--- config.mk ---
export PLATFORM = sky130hd
export DESIGN_NAME = serial_adder
export DESIGN_NICKNAME = d
export VERILOG_FILES = /design/src/rtl/serial_adder_pkg.sv /design/src/rtl/Half_add.sv /design/src/rtl/serial_adder_full_add_bit.sv /design/src/rtl/serial_adder.sv
export SDC_FILE = /design/constraint.sdc
export NUM_CORES = 1
export LEC_CHECK = 0
export BUFFER_PORTS_ARGS = -buffer_cell sky130_fd_sc_hd__buf_2
export CAP_MARGIN = 20
export CORE_MARGIN = 8
export CORE_UTILIZATION = 35
export DETAILED_ROUTE_END_ITERATION = 7
export PLACE_DENSITY = 0.54
export SYNTH_ARGS = -nofsm -noshare
export SYNTH_HDL_FRONTEND = slang
export SYNTH_HIERARCHICAL = 1
export SYNTH_SLANG_ARGS = --single-unit
--- constraint.sdc ---
create_clock -name clk -period 3.3 [get_ports clk]
set_input_delay 0.66 -clock clk [delete_from_list [all_inputs] [get_ports clk]]
set_output_delay 0.66 -clock clk [all_outputs]
set_load 0.005 [all_outputs]
--- src/rtl/serial_adder_pkg.sv ---
// Shared definitions for the bit-serial adder: FSM state encoding and the
// bit-counter width helper.
package serial_adder_pkg;

    localparam logic [1:0] ST_IDLE  = 2'd0;
    localparam logic [1:0] ST_SHIFT = 2'd1;
    localparam logic [1:0] ST_DONE  = 2'd2;

    // Counter must be able to hold WIDTH itself, not just WIDTH-1.
    function automatic int cnt_width(input int width);
        return $clog2(width + 1);
    endfunction

endpackage

--- src/rtl/Half_add.sv ---
// Half-adder cell shared by the arithmetic blocks: sum = a ^ b, carry = a & b.
module Half_add (
    input  logic a,
    input  logic b,
    output logic sum,
    output logic carry
);

    assign sum   = a ^ b;
    assign carry = a & b;

endmodule

--- src/rtl/serial_adder_full_add_bit.sv ---
// One-bit full adder built from two Half_add cells; the two partial carries
// can never both be high, so an OR merges them.
module full_add_bit (
    input  logic a,
    input  logic b,
    input  logic cin,
    output logic sum,
    output logic cout
);

    logic ha0_sum;
    logic ha0_carry;
    logic ha1_carry;

    Half_add u_ha0 (
        .a     (a),
        .b     (b),
        .sum   (ha0_sum),
        .carry (ha0_carry)
    );

    Half_add u_ha1 (
        .a     (ha0_sum),
        .b     (cin),
        .sum   (sum),
        .carry (ha1_carry)
    );

    assign cout = ha0_carry | ha1_carry;

endmodule

--- src/rtl/serial_adder.sv ---
// Bit-serial WIDTH-bit adder, LSB first, one bit per clock with a done strobe.
// Define SERIAL_ADDER_CIN_EN to add a cin port that seeds the carry flop.
module serial_adder
    import serial_adder_pkg::*;
#(
    parameter int WIDTH = 8,
    parameter int CNT_W = cnt_width(WIDTH)
) (
    input  logic             clk,
    input  logic             rst,
    input  logic             start,
`ifdef SERIAL_ADDER_CIN_EN
    input  logic             cin,
`endif
    input  logic [WIDTH-1:0] a,
    input  logic [WIDTH-1:0] b,
    output logic             busy,
    output logic             done,
    output logic [WIDTH-1:0] sum,
    output logic             cout
);

    // state    | meaning
    // ST_IDLE  | waiting for start; sum/cout hold last result
    // ST_SHIFT | one operand bit added per edge, LSB first
    // ST_DONE  | single-cycle done strobe, then back to idle

    logic [1:0]       state_q, state_d;
    logic [WIDTH-1:0] a_q, a_d;
    logic [WIDTH-1:0] b_q, b_d;
    logic [WIDTH-1:0] sum_q, sum_d;
    logic [CNT_W-1:0] cnt_q, cnt_d;
    logic             carry_q, carry_d;
    logic             cout_q, cout_d;
    logic             cin_init;
    logic             fa_sum;
    logic             fa_cout;
    logic             accept;
    logic             last_bit;

`ifdef SERIAL_ADDER_CIN_EN
    assign cin_init = cin;
`else
    assign cin_init = 1'b0;
`endif

    full_add_bit u_fa (
        .a    (a_q[0]),
        .b    (b_q[0]),
        .cin  (carry_q),
        .sum  (fa_sum),
        .cout (fa_cout)
    );

    assign accept   = (state_q == ST_IDLE) && start;
    assign last_bit = (cnt_q == CNT_W'(WIDTH - 1));

    always_ff @(posedge clk or posedge rst) begin
        if (rst) begin
            state_q <= ST_IDLE;
        end else begin
            state_q <= state_d;
        end
    end

    always_comb begin
        state_d = state_q;
        case (state_q)
            ST_IDLE:  if (start) state_d = ST_SHIFT;
            ST_SHIFT: if (last_bit) state_d = ST_DONE;
            ST_DONE:  state_d = ST_IDLE;
            default:  state_d = ST_IDLE;
        endcase
    end

    always_comb begin
        busy = (state_q == ST_SHIFT) || (state_q == ST_DONE);
        done = (state_q == ST_DONE);
    end

    always_comb begin
        a_d     = a_q;
        b_d     = b_q;
        sum_d   = sum_q;
        cnt_d   = cnt_q;
        carry_d = carry_q;
        cout_d  = cout_q;
        if (accept) begin
            a_d     = a;
            b_d     = b;
            sum_d   = '0;
            cnt_d   = '0;
            carry_d = cin_init;
            cout_d  = 1'b0;
        end else if (state_q == ST_SHIFT) begin
            a_d     = a_q >> 1;
            b_d     = b_q >> 1;
            // Shift form keeps WIDTH=1 legal (no zero-width slices).
            sum_d   = (sum_q >> 1) | (WIDTH'(fa_sum) << (WIDTH - 1));
            cnt_d   = cnt_q + CNT_W'(1);
            carry_d = fa_cout;
            if (last_bit) begin
                cout_d = fa_cout;
            end
        end
    end

    always_ff @(posedge clk or posedge rst) begin
        if (rst) begin
            a_q     <= '0;
            b_q     <= '0;
            sum_q   <= '0;
            cnt_q   <= '0;
            carry_q <= 1'b0;
            cout_q  <= 1'b0;
        end else begin
            a_q     <= a_d;
            b_q     <= b_d;
            sum_q   <= sum_d;
            cnt_q   <= cnt_d;
            carry_q <= carry_d;
            cout_q  <= cout_d;
        end
    end

    assign sum  = sum_q;
    assign cout = cout_q;

endmodule
# --- Word level (Yosys, flattened, before mapping) ---
# Index checks and enable logic that the tools add are counted.
word_totals:
  regBits: 32
  wordCells: 42
classes:
  add_sub_neg: 1
  n_eq_ne: 5
  n_mux: 16
  bitwise: 6
  n_reduce_logical: 7
ops:
  columns: ["op", "n"]
  rows:
  - ["$mux 8", 6]
  - ["$mux 4", 2]
  - ["$or 7x8->8", 1]
  - ["$mux 1", 5]
  - ["$add 4x1->4 const B", 1]
  - ["$eq 4x3->1 const B", 1]
  - ["$mux 2", 2]
  - ["$ne 2x2->1 const B", 2]
  - ["$pmux 2 s2", 1]
  - ["$reduce_and 2->1", 2]
  - ["$reduce_bool 2->1", 2]
  - ["$and 1x1->1", 2]
  - ["$eq 2x1->1 const B", 1]
  - ["$eq 2x2->1 const B", 1]
  - ["$logic_not 2->1", 1]
  - ["$xor 1x1->1", 2]
  - ["$logic_and 1x1->1", 1]
  - ["$logic_or 1x1->1", 1]
  - ["$or 1x1->1", 1]

# --- Logic depth before layout (Yosys ltp) ---
logic_depth:
  word_depth: 6
  depth_mapped: 7
  depth_no_buf: 5

# --- Cells and area by module ---
# The synthesis kept the hierarchy.
by_module_without_submodules:
  columns: ["mod", "instances", "cells_per_inst", "area_each_um2", "seq_area_each_um2"]
  rows:
  - ["serial_adder", 1, 135, 1539.0, 800.8]
  - ["Half_add", 2, 1, 12.5, 0.0]
  - ["full_add_bit", 1, 1, 6.3, 0.0]

# --- Worst setup path after synthesis ---
# OpenSTA, ideal clock, no wires.
synth_timing:
  path_kind: "reg-to-output"
  start: "register state_q[0]"
  end: "output busy"
  arrival_time_ps: 732
  required_time_ps: 2640
  slack_ps: 1908
  stages_incl_launch_ff: 3
  n_path_buf: 0
  path_cell_list: "dfrtp_1 > inv_1 > ha_1"
synth_between:
  elab_chain_len: 2
synth_lines:
  columns: ["element", "line_no", "rtl"]
  rows:
  - ["start: declaration", "serial_adder.sv:28", "logic [1:0] state_q, state_d;"]
  - ["start signal: assignment", "serial_adder.sv:62", "state_q <= state_d;"]
  - ["$eq 2x1->1 / $eq 2x2->1 (equally long branches)", "serial_adder.sv:77", "busy = (state_q == ST_SHIFT) || (state_q == ST_DONE);"]
  - ["$logic_or 1x1->1 (*)", "serial_adder.sv:77", null]
  - ["end: declaration", "serial_adder.sv:17", "output logic busy,"]
# Mark *: on every way between the ends. The rest lies on a longest branch, timed or not.

# --- Worst setup path in the final report ---
layout_timing:
  start: "register state_q[1]"
  end: "register cout_q (netlist: cout)"
layout_between:
  elab_chain_len: 4
layout_lines:
  columns: ["element", "line_no", "rtl"]
  rows:
  - ["$logic_not 2->1", "serial_adder.sv:55", "assign accept = (state_q == ST_IDLE) && start;"]
  - ["$logic_and 1x1->1", "serial_adder.sv:55", null]
  - ["$reduce_bool 2->1 (no source line)", null, null]
  - ["$reduce_and 2->1 (no source line)", null, null]
  - ["end signal: assignment", "serial_adder.sv:122", "cout_q <= cout_d;"]
  - ["end: declaration", "serial_adder.sv:34", "logic cout_q, cout_d;"]
# Parallel ways exist; a longest one is shown, timed or not.
# A chain may end at the register's enable or synchronous reset.

==> reports/metrics.csv <==
stage,metric,value,unit
timing,fin_crit_sh,0.580,
synth,synth_edf_count,0,
grt,grt_usage,0.0852,
cells_and_area,num_antenna_cells,0,
synth,yosysTopAreaCellShare,0.510,
pwr,p_sw,0.556,mW
grt,grt_pass1_vias,1064,
placement,portBuffers,29,
grt,grt_max_degree,47,
pwr,switching_share,0.350,
synth,synthTopCellsByArea,"dfrtp_1, mux2i_1, ha_1",
timing,slew_headroom,0.428,
pwr,comb_power_share,0.386,
placement,routabilityCongestion,0.696,
synth,postSynthAreaPerCell,11.4,um^2
floorplanning,dieArea,6890,um^2
floorplanning,initial_core_util,0.361,
worst_setup_path,cp.arrival,2060,ps
clocking,cts_buffers,5,
timing,grt_setup_unrepaired,no,
floorplanning,rows,24,
synth,ys_async_sr_fraction,1.00,
pwr,p_leak,0.894,nW
clocking,hold_buffers,0,
cells_and_area,final_cell_area,1790,um^2
cells_and_area,final_cell_mix,"dfrtp_1, buf_2, mux2i_1, nand2_1, o21ai_0",
worst_setup_path,worstSetupStartpointType,flip-flop,
synth,yosys_warnings,6,
timing,finalCriticalPeriod,1910,ps
timing,fin_ws,1390,ps
routing,antenna_left,0,
grt,antenna_found_initial,0,
synth,synthFlopType,dfrtp_1,
cells_and_area,area_delta_synth_final,14.3,%
routing,avgViaCountPerCell,4.74,
routing,firstDrtPassIters,4,
clocking,cts_tree,built,
timing,slew_viol_final,0,
floorplanning,die_h,83.0,um
cells_and_area,finalNetCount,194,
clocking,cts.repair.resized,0,
grt,grt_first_pass_wirelength,4910,um
clocking,numClockSinks,32,
timing,hold_viol,0,
pwr,seq_power_share,0.412,
worst_setup_path,critPathMaxStageDelay,780,ps
floorplanning,die_w,83.0,um
hold_path,hold_path_class,flip-flop to flip-flop,
synth,synthCells,138,
clocking,h-tree-depth,2,
timing,setup_viol,0,
clocking,cts_setup_buffers,0,
pwr,irDropWorstVdd,0.000311,V
worst_setup_path,crit_chain,inv_1 > ha_2 > nand4b_1 > mux2i_1 > nor2_1,
pwr,powerDensity,887,nW/um^2
synth,yosysSeqAreaShare,0.510,
synth,synth_nets,165,
worst_setup_path,cp_max_fo,31,
clocking,clock_path_buffers,2,
cells_and_area,layout_commonest_cell,dfrtp_1,
worst_setup_path,crit_slowest_cell,ha_2,
floorplanning,pin_count,30,
clocking,root_buffer,clkbuf_8,
flow_run,drv_cap,0,
clocking,clkSlewWorstSetupHoldPaths,60,ps
placement,dp_slack,1380,ps
timing,skew,4.46,ps
cells_and_area,num-fill-cells,417,
status,status,"finished, final reports clean",
worst_setup_path,critPathBufInv,1,
placement,dp_hpwl,2030,um
worst_setup_path,worst_path_dominant_cell_family,adder cells,
timing,max_freq,523,MHz
worst_setup_path,worst_ep_required_time,3450,ps
pwr,p_int,1.03,mW
pwr,pwr-share-clk,0.202,
floorplanning,coreArea,4350,um^2
routing,vias,1039,
synth,synth_cell_types,24,
clocking,clk_latency,280,ps
synth,syn_area,1570,um^2
cells_and_area,drive_gt1_frac,0.251,
timing,tightest_slew,858,ps
grt,overflow,0,
routing,drt_wl_total,2880,um
routing,drc,0,
timing,setup_tns,0,ps
routing,post_drt_wl_per_cell,13.1,um
worst_setup_path,criticalPathCategory,flip-flop to flip-flop,
placement,placed_cell_area,1700,um^2
routing,drt_iter0_drc,47,
synth,synth-seq-cells,32,
worst_setup_path,cp-end-kind,flip-flop,
synth,yosys.area.top_type,dfrtp_1,
## registers in the layout (all words and copies together), names as in the netlist
| register | count |
|---|---|
| carry_q | 1 |
| b_q | 8 |
| cout | 1 |
| state_q | 2 |
| cnt_q | 4 |
| a_q | 8 |
| sum | 8 |
## metrics by stage
step,utilization,hold WS (ps),cells,total power [mW]
finish,0.412,522,219,1.59
global route,0.412,568,219,1.73
floorplan,-,490,138,1.21
global placement,0.390,513,212,1.26
CTS,0.412,533,219,1.62
detailed placement,0.390,518,212,1.29
## worst reg2reg max path: stages (launching register included)
cell,delay (ps)
dfrtp_1,400
inv_1,140
ha_2,780
nand4b_1,220
mux2i_1,200
nor2_1,50
## logic make-up after synthesis
logic type                 Yosys count  synth area share
adders and majority gates            8            0.0637
and+or+nand+nor                     39             0.108
buffers and inverters               12            0.0709
DFF                                 32             0.510
muxes                               27             0.174
xor gates and xnor gates             3            0.0167
AOI/OAI and AO/OA                   17            0.0566
## power by group through the flow
stage / registers (mW) / logic [mW] / clock network, mW
after global placement: 0.654 / 0.603 / 0
after CTS: 0.658 / 0.630 / 0.333
final: 0.656 / 0.614 / 0.321
after floorplan: 0.639 / 0.571 / 0
after global routing: 0.682 / 0.700 / 0.350
after detailed placement: 0.663 / 0.625 / 0
## final timing paths
kind                            start  slack, ps  cells past startpoint      to
hold / removal                   cout        520                      2    cout
max in group asynchronous         rst       2100                      3  b_q[2]
min in group asynchronous         rst        530                      2  a_q[6]
hold reg to reg                  cout        520                      2    cout
setup reg to reg           state_q[1]       1390                      5    cout
setup / recovery           state_q[1]       1390                      5    cout
## area by class of cell
cell class	count	area, um^2	area share
Clock buffer	7	96.3	0.0537
Inverter	3	11.3	0.00628
Multi-Input combinational cell	94	661	0.368
Sequential cell	32	801	0.446
Tap cell	52	65.1	0.0363
Timing Repair Buffer	31	160	0.0893
## routing by layer
| metal | GRT usage | vias up | wire length (um) |
|---|---|---|---|
| li1 | - | 515 | - |
| met1 | 0.0983 | 495 | 1330 |
| met2 | 0.134 | 23 | 1350 |
| met3 | 0.0361 | 6 | 150 |
| met4 | 0.0383 | 0 | 56 |
| met5 | 0 | - | 0 |
## synthesized netlist by cell type, types with 2 or more instances
cell / instances
mux2i_1: 25
buf_6: 4
xor2_1: 2
dfrtp_1: 32
ha_1: 8
o21ai_0: 15
inv_1: 3
nor2_1: 14
mux2_2: 2
nand2_1: 17
nand2b_1: 2
buf_4: 2
Power figures use the tool's default switching activity.
